[config.mk]
export PLATFORM = sky130hd
export DESIGN_NAME = hh_spike_encoder
export DESIGN_NICKNAME = d
export VERILOG_FILES = /design/src/rtl/hh_pkg.sv /design/src/rtl/hh_syn_decay.sv /design/src/rtl/hh_spike_encoder.sv
export SDC_FILE = /design/constraint.sdc
export NUM_CORES = 1
export LEC_CHECK = 0
export ABC_AREA = 0
export CAP_MARGIN = 40
export CORE_ASPECT_RATIO = 0.7
export CORE_MARGIN = 2
export CORE_UTILIZATION = 49
export DETAILED_ROUTE_END_ITERATION = 12
export PLACE_DENSITY = 0.72
export SLEW_MARGIN = 40
export SYNTH_ARGS = -nofsm -noshare
export SYNTH_HDL_FRONTEND = slang
export SYNTH_HIERARCHICAL = 1
export SYNTH_SLANG_ARGS = --single-unit
[constraint.sdc]
create_clock -name clk -period 9.15 [get_ports clk]
set_input_delay 2.2875 -clock clk [delete_from_list [all_inputs] [get_ports clk]]
set_output_delay 2.2875 -clock clk [all_outputs]
set_load 0.01 [all_outputs]
[src/rtl/hh_pkg.sv]
// Shared Q9.5 constants, encoder FSM encoding and the saturating adder
// used by both the hh core current path and the spike encoder.
package hh_pkg;

    localparam int HH_W    = 14;
    localparam int HH_FRAC = 5;

    // Voltages in Q9.5 (1 mV = 32 LSB).
    localparam logic [HH_W-1:0] V_REST        = 14'h37E0;
    localparam logic [HH_W-1:0] THRESH_HI_DEF = 14'h0000;
    localparam logic [HH_W-1:0] THRESH_LO_DEF = 14'h3B00;

    typedef enum logic [1:0] {
        ST_BELOW   = 2'd0,
        ST_ABOVE   = 2'd1,
        ST_REFRAC  = 2'd2,
        ST_ILLEGAL = 2'd3
    } enc_state_t;

    // Signed add that clamps to the most positive / most negative code.
    function automatic logic [HH_W-1:0] sat_add(input logic [HH_W-1:0] a,
                                                input logic [HH_W-1:0] b);
        logic [HH_W:0] sum;
        sum = {a[HH_W-1], a} + {b[HH_W-1], b};
        if (sum[HH_W] != sum[HH_W-1])
            sat_add = sum[HH_W] ? {1'b1, {(HH_W-1){1'b0}}} : {1'b0, {(HH_W-1){1'b1}}};
        else
            sat_add = sum[HH_W-1:0];
    endfunction

endpackage

[src/rtl/hh_syn_decay.sv]
// Synaptic current register: exponential decay per enabled sample plus a
// saturating kick on each spike. Output never goes negative.
module hh_syn_decay
    import hh_pkg::*;
#(
    parameter int             W           = HH_W,
    parameter logic [W-1:0]   W_SYN       = 14'h0140,
    parameter int             DECAY_SHIFT = 3
) (
    input  logic         clk,
    input  logic         rst_n,
    input  logic         en,
    input  logic         kick,
    output logic [W-1:0] i_syn
);

    logic [W-1:0] decay;
    logic [W-1:0] decayed;
    logic [W-1:0] kicked;
    logic [W-1:0] i_next;

    always_comb begin
        decay = i_syn >> DECAY_SHIFT;
        // Force at least one LSB of decay so small currents reach zero.
        if (decay == '0 && i_syn != '0)
            decay = {{(W-1){1'b0}}, 1'b1};
        decayed = i_syn - decay;
        kicked  = sat_add(decayed, W_SYN);
        i_next  = kick ? kicked : decayed;
        if (i_next[W-1])
            i_next = '0;
    end

    always_ff @(posedge clk or negedge rst_n) begin
        if (!rst_n)
            i_syn <= '0;
        else if (en)
            i_syn <= i_next;
    end

endmodule

[src/rtl/hh_spike_encoder.sv]
// Converts an hh membrane-voltage stream into spikes with hysteresis and
// refractory gating, plus ISI, spike count and a decaying synaptic current.
module hh_spike_encoder
    import hh_pkg::*;
#(
    parameter int           W           = HH_W,
    parameter logic [W-1:0] THRESH_HI   = THRESH_HI_DEF,
    parameter logic [W-1:0] THRESH_LO   = THRESH_LO_DEF,
    parameter int           REFRAC_SMP  = 64,
    parameter int           ISI_W       = 16,
    parameter int           CNT_W       = 8,
    parameter logic [W-1:0] W_SYN       = 14'h0140,
    parameter int           DECAY_SHIFT = 3
) (
    input  logic             clk,
    input  logic             rst_n,
    input  logic             en,
    input  logic [W-1:0]     v_in,
    input  logic             clr_count,
    output logic             spike,
    output logic             isi_valid,
    output logic [ISI_W-1:0] isi,
    output logic [CNT_W-1:0] spike_count,
    output logic [W-1:0]     i_syn,
    output logic [1:0]       state_o
);

    localparam int RC_W = (REFRAC_SMP > 0) ? $clog2(REFRAC_SMP + 1) : 1;
    localparam logic [ISI_W-1:0] ISI_MAX = '1;
    localparam logic [CNT_W-1:0] CNT_MAX = '1;

    enc_state_t       state, state_next;
    logic [RC_W-1:0]  rc, rc_next;
    logic [ISI_W-1:0] isi_cnt;
    logic             seen_spike;
    logic             spike_det;
    logic             v_ge_hi, v_lt_lo;

    assign v_ge_hi   = $signed(v_in) >= $signed(THRESH_HI);
    assign v_lt_lo   = $signed(v_in) <  $signed(THRESH_LO);
    assign spike_det = en && (state == ST_BELOW) && v_ge_hi;
    assign state_o   = state;

    always_comb begin
        state_next = state;
        rc_next    = rc;
        case (state)
            ST_BELOW: begin
                if (en && v_ge_hi)
                    state_next = ST_ABOVE;
            end
            ST_ABOVE: begin
                if (en && v_lt_lo) begin
                    if (REFRAC_SMP == 0) begin
                        state_next = ST_BELOW;
                    end else begin
                        state_next = ST_REFRAC;
                        rc_next    = RC_W'(REFRAC_SMP);
                    end
                end
            end
            ST_REFRAC: begin
                // v_in is deliberately ignored here.
                if (en) begin
                    if (rc <= RC_W'(1)) begin
                        state_next = ST_BELOW;
                        rc_next    = '0;
                    end else begin
                        rc_next = rc - RC_W'(1);
                    end
                end
            end
            default: begin
                state_next = ST_BELOW;
                rc_next    = '0;
            end
        endcase
    end

    always_ff @(posedge clk or negedge rst_n) begin
        if (!rst_n) begin
            state       <= ST_BELOW;
            rc          <= '0;
            spike       <= 1'b0;
            isi_valid   <= 1'b0;
            isi         <= '0;
            isi_cnt     <= '0;
            seen_spike  <= 1'b0;
            spike_count <= '0;
        end else begin
            state     <= state_next;
            rc        <= rc_next;
            spike     <= spike_det;
            isi_valid <= spike_det && seen_spike;

            if (spike_det) begin
                isi        <= (isi_cnt == ISI_MAX) ? ISI_MAX : isi_cnt + ISI_W'(1);
                isi_cnt    <= '0;
                seen_spike <= 1'b1;
            end else if (en && isi_cnt != ISI_MAX) begin
                isi_cnt <= isi_cnt + ISI_W'(1);
            end

            // A clear in the same cycle as a spike leaves that spike counted.
            if (clr_count)
                spike_count <= spike_det ? CNT_W'(1) : '0;
            else if (spike_det && spike_count != CNT_MAX)
                spike_count <= spike_count + CNT_W'(1);
        end
    end

    hh_syn_decay #(
        .W           (W),
        .W_SYN       (W_SYN),
        .DECAY_SHIFT (DECAY_SHIFT)
    ) u_syn (
        .clk   (clk),
        .rst_n (rst_n),
        .en    (en),
        .kick  (spike_det),
        .i_syn (i_syn)
    );

endmodule

# --- Word level (Yosys, flattened, before mapping) ---
# Cells that the tools add are included.
totals:
  ff_bits: 66
  output_inout_bits: 42
  input_bits: 18
classes:
  add_sub_neg: 5
  n_reduce_logical: 15
  magnitude_cmp: 3
  bitwise: 1
  n_eq_ne: 10
  muxes: 20
op_table:
  columns: ["operator", "n"]
  rows:
  - ["2-to-1 mux 16 bit", 3]
  - ["2-to-1 mux 14 bit", 3]
  - ["2-to-1 mux 7 bit", 3]
  - ["one-hot mux 7 bit (3 select lines)", 1]
  - ["adder 16 x 1 -> 16 bit, second input constant", 1]
  - ["== test 16 bit, second input constant", 1]
  - ["2-to-1 mux 8 bit", 2]
  - ["!= test 16 bit, second input constant", 1]
  - ["adder 14 x 10 -> 15 bit, second input constant", 1]
  - [">= comparator 14 x 1 -> 1 bit, second input constant", 1]
  - ["logical NOT 14 bit", 1]
  - ["less-than comparator 14 x 12 -> 1 bit, second input constant", 1]
  - ["nonzero test 14 bit", 1]
  - ["subtractor 14 x 11 -> 14 bit", 1]
  - ["2-to-1 mux 13 bit", 1]
  - ["2-to-1 mux 11 bit", 1]
  - ["adder 8 x 1 -> 8 bit, second input constant", 1]
  - ["logical AND 1 bit", 8]
  - ["2-to-1 mux 2 bit", 4]
  - ["!= test 8 bit, second input constant", 1]
  - ["<= comparator 7 x 1 -> 1 bit, second input constant", 1]
  - ["subtractor 7 x 1 -> 7 bit, second input constant", 1]
  - ["!= test 2 bit, second input constant", 3]
  - ["one-hot mux 2 bit (3 select lines)", 1]
  - ["10 further kinds", 11]

# --- Logic depth before layout (Yosys ltp) ---
# Gate-level depths: netlist of the first run.
logic_depth:
  word_depth: 9
  depth_mapped: 19

# --- By module ---
# The synthesis of the first run kept the hierarchy.
by_module_without_submodules:
  columns: ["module", "cells_per_inst", "n_inst", "area_each_um2"]
  rows:
  - ["hh_spike_encoder", 298, 1, 2886.5]
  - ["hh_syn_decay", 179, 1, 1556.5]

# --- Worst setup path before layout of the first run ---
# No wires, ideal clock.
synth_timing:
  kind: "input -> register"
  from: "in v_in[13]"
  to: "reg u_syn.i_syn[10]"
  cell_stages: 9
  required_ns: 9.027
  setup_slack_ns: 5.068
  arrival_ns: 3.959
  path_cell_list: "nand3b_1 > inv_1 > clkbuf_8 > buf_6 > o2111ai_1 > or4b_1 > and3_1 > a21oi_1 > nand2_1"
synth_via:
  elab_chain_len: 4
synth_lines:
  columns: ["item", "line", "text"]
  rows:
  - ["from (decl)", "hh_spike_encoder.sv:18", "input logic [W-1:0] v_in,"]
  - [">= comparator 14 x 1 -> 1 bit", "hh_spike_encoder.sv:39", "assign v_ge_hi = $signed(v_in) >= $signed(THRESH_HI);"]
  - ["logical AND 1 bit", "hh_spike_encoder.sv:41", "assign spike_det = en && (state == ST_BELOW) && v_ge_hi;"]
  - ["net spike_det", "hh_spike_encoder.sv:36", "logic spike_det;"]
  - ["2-to-1 mux 14 bit", "hh_syn_decay.sv:29", "i_next = kick ? kicked : decayed;"]
  - ["2-to-1 mux 13 bit", "hh_syn_decay.sv:30", "if (i_next[W-1])"]
  - ["to (signal assigned)", "hh_syn_decay.sv:38", "i_syn <= i_next;"]
  - ["to (decl)", "hh_syn_decay.sv:14", "output logic [W-1:0] i_syn"]
# The timed path passes the listed nets, and every way through them passes these cells.
# A chain may end at the register's enable or synchronous reset.

# --- Worst setup path after layout of the first run ---
layout_timing:
  from: "in en"
  to: "reg u_syn.i_syn[7]"
layout_via:
  elab_chain_len: 4
layout_lines:
  columns: ["item", "line", "text"]
  rows:
  - ["from (decl)", "hh_spike_encoder.sv:17", "input logic en,"]
  - ["logical AND 1 bit (2 in series)", "hh_spike_encoder.sv:41", null]
  - ["2-to-1 mux 14 bit", "hh_syn_decay.sv:29", null]
  - ["2-to-1 mux 13 bit", "hh_syn_decay.sv:30", null]
# Several ways; a longest one is shown, not always the timed one.

==> impl_metrics.csv, run 1 <==
group,metric,value,unit
cells_and_area,syn_to_final_growth,18.11,%
synth,synth-async-reset-ratio,1.000,
sta,skew,0.005332,ns
clock_tree,hold_buffers,0,
synth,syn_area_per_cell,9.314,sq um
place,place.gp.congestion,0.9108,
place,place_hpwl,7711,um
cells_and_area,fin_util,0.5879,
sta,fmax,208.0,MHz
critical_path,critical_path.startpoint,"en",
min_path,min_from,"seen_spike",
die,dieHeight,83.67,um
synth,synth_top_flop_cell,"dfrtp_1",
sta,drv_slew,0,
synth,synth_area_leaders,"dfrtp_1 (37%), ha_1 (5.4%), nor2_1 (4.0%)",
pwr,p_leak,0.002150,uW
synth,synth_top_family_by_area,"compound AO/OA/AOI/OAI gates",
min_path,hold_path_class,"reg -> reg",
synth,synth_fa_ha_area_frac,0.05801,
sta,period_needed,4.808,ns
synth,yosysTopAreaCell,"dfrtp_1",
detailed_routing,drt_first_iter_violations,243,
synth,synth_compound_area_frac,0.2275,
synth,ys_ff_latch,65,
synth,ys_warn_count,6,
clock_tree,cts_setup_buffers,0,
sta,setup_viol,0,
place,dp_cells,632,
die,die-area,0.009857,sq mm
grt,globalRouteTotalUtil,0.2198,
synth,synth_mux_area_frac,0.009012,
detailed_routing,ant_nets,0,
clock_tree,htree_levels,3,
sta,post-route-period-util,0.5254,
cells_and_area,instances_no_fill,648,
critical_path,cp.required,9.38,ns
die,num_io_pins,60,
critical_path,crit_fanout,33,
sta,rsz0062_at_grt,"false",
synth,synth_top_area_frac,0.3661,
synth,synth_seq_area_share,0.3661,
die,start_util,0.4978,
die,row_count,29,
critical_path,r2r_slack,4.38,ns
place,placed_area,0.004961,sq mm
clock_tree,clkSinkCount,65,
sta,max-slew-margin-rel,0.5543,
grt,grt_max_degree,66,
cells_and_area,antenna-diode-count,0,
detailed_routing,wl,10530,um
detailed_routing,drt-wirelength-per-cell,16.25,um
pwr,power.density,400.0,mW/mm^2
synth,syn_area,0.004443,sq mm
synth,synth_nets,515,
synth,yosys.cell_types.count,82,
clock_tree,ctsResizeCount,0,
critical_path,cp.arrival,5.04,ns
synth,yosys.area_share.xor_xnor,0.05717,
run_status,status,"finished, final reports clean",
critical_path,critPathKind,"in -> reg",
critical_path,worstSetupEndpointType,"flop",
die,core_area,0.008926,sq mm
synth,synth_most_common_cell,"dfrtp_1",
pwr,vdd_drop_max,0.0001713,V
flow_run,maxCapViolations,0,
clock_tree,cts_buffers,9,
synth,syn_inst,477,
critical_path,r2r_start,"u_syn/i_syn[11]",
clock_tree,cts_buffer_depth,2,
clock_tree,cts_tree,"yes",
grt,grt_pass1_wl,17730,um
cells_and_area,layout-drive-gt1-share,0.1011,
sta,finalSetupTns,0,ns
synth,synth_edf_count,0,
clock_tree,clk_latency,0.33,ns
grt,grt-ovfl-total,0,
clock_tree,cts_root_buf,"clkbuf_16",
place,io_buffers,50,
sta,tightest_slew,0.6679,ns
detailed_routing,drc_errors,0,
detailed_routing,via_per_inst,6.000,
synth,synth-simple-area-share,0.2222,
cells_and_area,final_nets,557,
detailed_routing,first_pass_iters,5,
sta,finalHoldViolCount,0,
detailed_routing,num_vias,3888,
synth,synth_commonest_cells,"dfrtp_1 (65), nor2_1 (47), nand2_1 (33)",
grt,antenna_found_initial,0,
grt,grt_pass1_vias,3607,
clock_tree,clkTransAtPathRegs,0.05,ns
cells_and_area,postLayoutCellArea,0.005248,sq mm
critical_path,startpoint_type,"input port",
die,die_w,117.8,um
-- routing by layer --
layer	GRT usage	part of all wire	vias to the layer above	wire length [um]
met2	0.3124	0.44	121	4585
li1	-	-	1870	-
met5	0	0	-	0
met4	0.05915	0.011	0	113
met1	0.3294	0.49	1884	5131
met3	0.05806	0.067	13	702
-- layout make-up --
| cell class | instances | area [sq um] |
|---|---|---|
| multi-input cells | 362 | 2556 |
| clock buffers | 11 | 252.7 |
| inverters | 28 | 105.1 |
| well taps | 124 | 155.1 |
| flip-flops and latches | 65 | 1627 |
| fillers | 807 | 3679 |
| repair buffers | 53 | 521.8 |
| clock inverters | 5 | 30.03 |
-- kinds of logic after synthesis --
logic type               Yosys count
AND/OR/NAND/NOR                  176
AO/OA/AOI/OAI                    132
flip-flops                        65
buffers and inverters             50
XOR/XNOR                          29
adder cells (fa/ha/maj)           20
multiplexers                       4
other                              1
-- critical path, cell delays in order --
cell             delay [ns]
clkdlybuf4s50_1        0.45
buf_4                  0.34
nand3b_1               0.48
inv_1                  0.24
o2111ai_1              0.23
a21oi_1                0.23
a41o_2                 0.27
nand2_2                0.19
o32ai_2                0.31
-- cell usage in the layout, fill, tap and decap left out, types with 5 or more instances in the layout --
master and count:
nand3_1 14, a41o_1 6, nor4_1 7, clkbuf_16 9, xnor2_1 17, nand2b_1 10, inv_1 28, a31oi_1 10
o221ai_1 11, and2_1 5, o21ai_0 10, nor2b_1 5, nand4_1 11, o211ai_1 6, xor2_1 12, ha_1 19
a21oi_1 30, nor3_1 9, nor2_1 46, o31ai_1 5, dfrtp_1 65, clkdlybuf4s50_1 49, or4_1 6, nand2_1 33
-- state kept, by name, summed over array words and instances, names as in the netlist --
| name | flops |
|---|---|
| isi | 16 |
| isi_cnt | 16 |
| isi_valid | 1 |
| rc | 7 |
| seen_spike | 1 |
| spike | 1 |
| spike_count | 8 |
| state_o | 2 |
| u_syn/i_syn | 13 |
-- power by group --
group | internal, uW | switching [uW] | leakage (uW)
registers | 382 | 98.9 | 0.000835
logic | 572 | 729 | 0.00118
clock network | 196 | 121 | 0.000137
-- per-stage QoR --
| stage | power, uW | setup WS (ns) | hold WS (ns) |
|---|---|---|---|
| 2_1_floorplan | 1411 | 5.068 | 0.4252 |
| 3_3_place_gp | 1720 | 4.111 | 0.4451 |
| 3_5_place_dp | 1764 | 4.038 | 0.4457 |
| 4_1_cts | 2091 | 4.377 | 0.4635 |
| 5_1_grt | 2252 | 4.133 | 0.4674 |
| 6_report | 2099 | 4.342 | 0.4609 |
-- path summary, 6_finish.rpt --
path / end / cells after the start
max: u_syn/i_syn[7] / 9
min: seen_spike / 1
min reg2reg: seen_spike / 1
min in group asynchronous: isi[0] / 2
max reg2reg: u_syn/i_syn[5] / 18
max in group asynchronous: isi[11] / 2
No activity file was read; power rests on OpenSTA's default activity.
==> run 2: changes to the inputs <==
--- a/config.mk
+++ b/config.mk
@@ -11,7 +11,7 @@
 export CORE_MARGIN = 2
 export CORE_UTILIZATION = 49
 export DETAILED_ROUTE_END_ITERATION = 12
-export PLACE_DENSITY = 0.72
+export PLACE_DENSITY = 0.75
 export SLEW_MARGIN = 40
 export SYNTH_ARGS = -nofsm -noshare
 export SYNTH_HDL_FRONTEND = slang
==> constraint.sdc (replaced) <==
create_clock -name clk -period 4 [get_ports clk]
set_input_delay 1 -clock clk [delete_from_list [all_inputs] [get_ports clk]]
set_output_delay 1 -clock clk [all_outputs]
set_load 0.01 [all_outputs]
==> run 2 against run 1 <==
Effect of this change: combinational power increased to 3.1 times the previous value; sequential cell count did not move; final cell count up 4.9%; via count rose by 7.3%; non-clock buffer count is 31 higher; clock power up 130%; utilization grew 4.2 points; register-to-register slack lost 4.3 ns; die area unchanged; largest cell class unchanged; power rose to 2.8 times the previous value; critical endpoint is now u_syn/i_syn[10].
==> impl_metrics.csv, run 2 (synthesis gave the netlist of run 1 again) <==
group,metric,value,unit
run_status,status,"finished, final reports clean",
cells_and_area,reg.largest.list,"isi (16), isi_cnt (16), u_syn/i_syn (13)",
sta,rsz0062_at_grt,"true",
grt,antenna_found_initial,0,
pwr,vdd_drop_max,0.0005158,V
clock_tree,htree_levels,3,
place,io_buffers,50,
pwr,p_int,3310,uW
clock_tree,hold_buffers,0,
critical_path,critPathKind,"reg -> reg",
clock_tree,cts_buffer_depth,2,
place,dp_cells,654,
grt,grt_pass1_vias,3919,
cells_and_area,instances_no_fill,680,
critical_path,cp.required,4.21,ns
detailed_routing,drt_first_iter_violations,302,
sta,setup_viol,0,
critical_path,cp.arrival,4.16,ns
cells_and_area,fillers,780,
pwr,sw_frac_of_total,0.4362,
pwr,power.density,1045,mW/mm^2
sta,layout_setup_ws,0.04900,ns
detailed_routing,wl,11690,um
clock_tree,cts_tree,"yes",
detailed_routing,num_vias,4170,
pwr,power_frac_seq,0.182,
min_path,hold_end,"seen_spike",
cells_and_area,final_nets,589,
place,dpl_worst_slack,-0.2402,ns
sta,finalHoldViolCount,0,
pwr,p_leak,0.002325,uW
cells_and_area,layout-drive-gt1-share,0.1817,
sta,post-route-period-util,0.9877,
die,core_area,0.008926,sq mm
sta,tightest_slew,0.6892,ns
place,place_hpwl,8056,um
pwr,p_switching,2561,uW
critical_path,r2r_slack,0.05,ns
sta,period_needed,3.951,ns
min_path,min_from,"seen_spike",
grt,grt_max_degree,39,
die,dieHeight,83.67,um
sta,max-slew-margin-rel,0.5405,
die,start_util,0.4978,
sta,fmax,253.1,MHz
pwr,combPwrFrac,0.695,
die,die-area,0.009857,sq mm
die,die_w,117.8,um
sta,drv_slew,0,
grt,globalRouteTotalUtil,0.2384,
grt,grt_pass1_wl,19090,um
min_path,hold_path_class,"reg -> reg",
min_path,whs_path_depth,1,
pwr,clockPowerShare,0.123,
cells_and_area,syn_to_final_growth,26.50,%
critical_path,crit_fanout,3,
detailed_routing,drc_errors,0,
grt,grt-ovfl-total,0,
flow_run,maxCapViolations,0,
die,row_count,29,
cells_and_area,final_cell_mix,"dfrtp_1 (65), clkdlybuf4s50_1 (49), nor2_1 (44)",
sta,holdWs,0.4548,ns
cells_and_area,antenna-diode-count,0,
cells_and_area,layout_commonest_cell,"dfrtp_1",
critical_path,r2r_start,"u_syn/i_syn[10]",
critical_path,worst_r2r_endpoint,"u_syn/i_syn[10]",
critical_path,startpoint_type,"flop",
clock_tree,clk_latency,0.33,ns
clock_tree,cts_root_buf,"clkbuf_16",
place,place.gp.congestion,0.8966,
detailed_routing,drt-wirelength-per-cell,17.19,um
critical_path,worstSetupEndpointType,"flop",
clock_tree,clkTransAtPathRegs,0.05,ns
detailed_routing,via_per_inst,6.132,
detailed_routing,first_pass_iters,5,
cells_and_area,fin_util,0.6297,
clock_tree,cts_buffers,9,
die,num_io_pins,60,
critical_path,r2r_cells,19,
sta,skew,0.008882,ns
clock_tree,clkSinkCount,65,
detailed_routing,ant_nets,0,
run 2: changes by cell type in the layout (fill, tap and decap cells not counted), moves of 2 or more:
cell	before	now
buf_4	2	33
nor2_4	0	3
xnor2_1	17	15
ha_2	0	2
nor2_1	46	44
ha_1	19	17
a21oi_1	30	28
run 2: critical path, cell delays in order, from the launching register on:
cell and delay [ns]:
dfrtp_1 0.39, nor4_2 0.28, buf_4 0.16, a41o_1 0.16, ha_2 0.20, inv_2 0.05, fa_2 0.41, a21oi_4 0.18
nor2_4 0.06, nor2_4 0.14, xnor2_2 0.14, ha_2 0.23, nand2b_4 0.14, nor2_2 0.04, a31oi_2 0.19, o311ai_2 0.14
or4b_1 0.56, and3_4 0.17, a21oi_2 0.12, nand2_1 0.07
run 2: area by class of cell:
| type | instances | area (sq um) | share of cell area |
|---|---|---|---|
| Multi-Input combinational cell | 363 | 2696 | 0.4797 |
| Inverter | 28 | 105.1 | 0.01870 |
| Tap cell | 124 | 155.1 | 0.02760 |
| Clock inverter | 5 | 31.28 | 0.005565 |
| Sequential cell | 65 | 1627 | 0.2894 |
| Timing Repair Buffer | 84 | 763.2 | 0.1358 |
| Clock buffer | 11 | 242.7 | 0.04319 |
run 2: repair_timing:
action / 4_1_cts / 5_1_grt
setup buffers: 6 / 3
pin swaps: 6 / 13
gates cloned: 0 / 1
setup endpoints to repair: 13 / 13
resized for setup: 12 / 15
hold endpoints to repair: 0 / 0
run 2: layer usage:
| metal | wire length, um | vias up | global-route usage | part of all wire |
|---|---|---|---|---|
| li1 | - | 1942 | - | - |
| met1 | 5500 | 2016 | 0.3429 | 0.47 |
| met2 | 5194 | 191 | 0.3621 | 0.44 |
| met3 | 846 | 21 | 0.05191 | 0.072 |
| met4 | 150 | 0 | 0.06900 | 0.013 |
| met5 | 0 | - | 0 | 0 |
run 2: power by group through the flow:
stage | Clock [uW] | Combinational, uW | Sequential [uW]
finish | 725 | 4080 | 1070
detailed placement | 0 | 3250 | 1070
floorplan | 0 | 2100 | 1120
CTS | 738 | 3570 | 1070
global route | 767 | 4370 | 1100
global placement | 0 | 3140 | 1050
run 2: worst max path at each step:
stage	start	endpoint
final	u_syn/i_syn[10]	u_syn/i_syn[10]
after global placement	u_syn/i_syn[11]	u_syn/i_syn[3]
after detailed placement	u_syn/i_syn[11]	u_syn/i_syn[3]
after global routing	u_syn/i_syn[10]	u_syn/i_syn[10]
after CTS	u_syn/i_syn[11]	u_syn/i_syn[10]
after floorplan	u_syn/i_syn[11]	u_syn/i_syn[10]
run 2: through the flow:
stage,instance area [sq um],setup TNS [ns],total power (uW)
after floorplan,4443,0,3228
after global placement,5124,-1.297,4191
after detailed placement,5124,-2.361,4317
after CTS,5502,0,5374
after global routing,5620,-0.2607,6235
final,5620,0,5871
==> run 3: changes to the inputs <==
--- a/config.mk
+++ b/config.mk
@@ -10,6 +10,7 @@
 export CORE_ASPECT_RATIO = 0.7
 export CORE_MARGIN = 2
 export CORE_UTILIZATION = 49
+export CTS_BUF_LIST = sky130_fd_sc_hd__clkbuf_2
 export DETAILED_ROUTE_END_ITERATION = 12
 export PLACE_DENSITY = 0.75
 export SLEW_MARGIN = 40
==> run 3 against run 2 <==
Effect of this change: clock-buffer cell count decreased by 1; power decreased by 7.6%; final cell count decreased by 0.29%; worst hold slack got worse by 0.013 ns; non-clock buffer count decreased by 2; clock skew increased by 0.031 ns; critical path depth increased by 2; wire length decreased by 2.0%; via count decreased by 1.5%; fmax decreased by 0.52%; register-to-register slack got worse by 0.02 ns.
==> impl_metrics.csv, run 3 (synthesis gave the netlist of run 1 again) <==
group,metric,value,unit
critical_path,r2r_cells,21,
critical_path,cp.required,4.47,ns
detailed_routing,drt-wirelength-per-cell,16.90,um
grt,grt_pass1_vias,3872,
detailed_routing,num_vias,4108,
critical_path,cp_common_cell,"buf_4",
clock_tree,clkSinkCount,65,
detailed_routing,via_per_inst,6.059,
critical_path,critical_path.startpoint,"u_syn/i_syn[1]",
sta,max-slew-margin-rel,0.5366,
detailed_routing,ant_nets,0,
sta,rsz0062_at_grt,"true",
critical_path,cp_num_buf_inv,4,
pwr,p_leak,0.002243,uW
die,core_area,0.008926,sq mm
cells_and_area,fillers,805,
die,start_util,0.4978,
grt,use_met3,0.06148,
critical_path,crit_fanout,5,
cells_and_area,layout-drive-gt1-share,0.1769,
grt,use_met1,0.3485,
sta,setup_viol,0,
cells_and_area,final_cell_mix,"dfrtp_1 (65), clkdlybuf4s50_1 (49), nor2_1 (44)",
detailed_routing,drt_first_iter_violations,311,
grt,globalRouteTotalUtil,0.2388,
clock_tree,clk_latency,0.57,ns
die,num_io_pins,60,
cells_and_area,fin_util,0.6068,
critical_path,r2r_start,"u_syn/i_syn[1]",
grt,grt-ovfl-total,0,
sta,tightest_slew,0.6951,ns
sta,skew,0.04026,ns
clock_tree,hold_buffers,0,
die,row_count,29,
sta,period_needed,3.972,ns
clock_tree,cts_root_buf,"clkbuf_2",
die,die_w,117.8,um
clock_tree,cts_tree,"yes",
critical_path,worstSetupEndpointType,"flop",
critical_path,r2r_slack,0.03,ns
sta,holdWs,0.4417,ns
cells_and_area,syn_to_final_growth,21.91,%
grt,grt_max_degree,39,
clock_tree,clkTransAtPathRegs,0.23,ns
run_status,status,"finished, final reports clean",
critical_path,max_stage_delay,0.47,ns
sta,fmax,251.8,MHz
pwr,power.density,1002,mW/mm^2
flow_run,maxCapViolations,0,
min_path,hold_path_class,"in -> async",
critical_path,critPathKind,"reg -> reg",
critical_path,cp-endpoint,"u_syn/i_syn[7]",
critical_path,startpoint_type,"flop",
critical_path,worst_r2r_endpoint,"u_syn/i_syn[7]",
cells_and_area,layout_commonest_cell,"dfrtp_1",
cells_and_area,antenna-diode-count,0,
sta,drv_slew,0,
grt,grt_use_met2,0.3536,
detailed_routing,drc_errors,0,
place,io_buffers,50,
critical_path,path_depth,21,
clock_tree,cts_buffer_depth,2,
die,dieHeight,83.67,um
cells_and_area,final_nets,587,
sta,post-route-period-util,0.9929,
cells_and_area,reg.largest.list,"isi (16), isi_cnt (16), u_syn/i_syn (13)",
critical_path,cp.arrival,4.44,ns
critical_path,crit_slowest_cell,"dfrtp_1",
grt,top_usage_layer,"met2",
critical_path,crit_path_cell_trace,"nor3_4, nor4_2, buf_4, a41o_1, ha_2, nand2b_1, a21oi_2, nor2_1, o21ai_1, xor2_1, ha_2, buf_4, nor2_1, a31oi_2, o311ai_2, buf_4, nor2_4, xnor2_4, buf_12, a21oi_2, o32ai_2",
pwr,vdd_drop_max,0.0004830,V
grt,antenna_found_initial,0,
critical_path,critPathTopFamily,"compound AO/OA/AOI/OAI gates",
detailed_routing,wl,11460,um
clock_tree,htree_levels,3,
clock_tree,cts_buffers,9,
die,die-area,0.009857,sq mm
place,place.gp.congestion,0.8966,
grt,grt_pass1_wl,18950,um
sta,finalHoldViolCount,0,
place,place_hpwl,8056,um
detailed_routing,first_pass_iters,7,
run 3: cell types whose count changed in the layout (fill, tap and decap cells not counted), sizes merged:
cell | previous run | this run
buf | 35 | 33
clkinv | 4 | 5
clkbuf | 11 | 10
run 3: metrics by stage:
step	setup TNS, ns	area [sq um]	power (uW)	std cells	worst slack (ns)
3_5_place_dp	-2.361	5124	4317	654	-0.2402
6_report	0	5416	5426	678	0.02849
3_3_place_gp	-1.297	5124	4191	654	-0.1468
4_1_cts	-0.0002638	5316	4983	675	-0.0002638
5_1_grt	-0.6075	5416	5759	678	-0.1271
2_1_floorplan	0	4443	3228	477	0.1391
run 3: worst reg2reg max path, delay by kind of cell (launching register included):
kind,cells,cell delay [ns]
buf+inv,4,0.57
simple gates,6,0.74
compound gates,7,1.24
fa+ha+maj,2,0.45
flops,1,0.47
xor+xnor,2,0.39
run 3: worst min-delay path by stage:
| stage | from | to | slack, ns | cells past startpoint |
|---|---|---|---|---|
| after floorplan | seen_spike | seen_spike | 0.43 | 1 |
| after global placement | seen_spike | seen_spike | 0.44 | 1 |
| after detailed placement | seen_spike | seen_spike | 0.45 | 1 |
| after CTS | rst_n | u_syn/i_syn[2] | 0.45 | 1 |
| after global routing | rst_n | u_syn/i_syn[2] | 0.45 | 1 |
| final | rst_n | u_syn/i_syn[2] | 0.44 | 1 |
run 3: power breakdown:
group	switching, uW	internal [uW]
clock network	257	79.9
logic	2080	1950
registers	194	868
run 3: layout make-up:
type,count,area [sq um],area share
inverters,28,105.1,0.01940
repair buffers,82,748.2,0.1381
flip-flops and latches,65,1627,0.3003
multi-input cells,363,2696,0.4978
clock buffers,10,50.05,0.009240
well taps,124,155.1,0.02864
clock inverters,6,35.03,0.006468
run 3: repair_timing:
item                                    4_1_cts  5_1_grt
endpoints found under the setup margin       13       13
setup buffers                                 4        3
resized for setup                            15       12
gates cloned                                  1        0
pin swaps                                     9        7
run 3: routing by layer:
layer  share of wire  up-vias
li1                -     1936
met1            0.48     2002
met2            0.44      156
met3           0.075       14
met4           0.010        0
met5               0        -
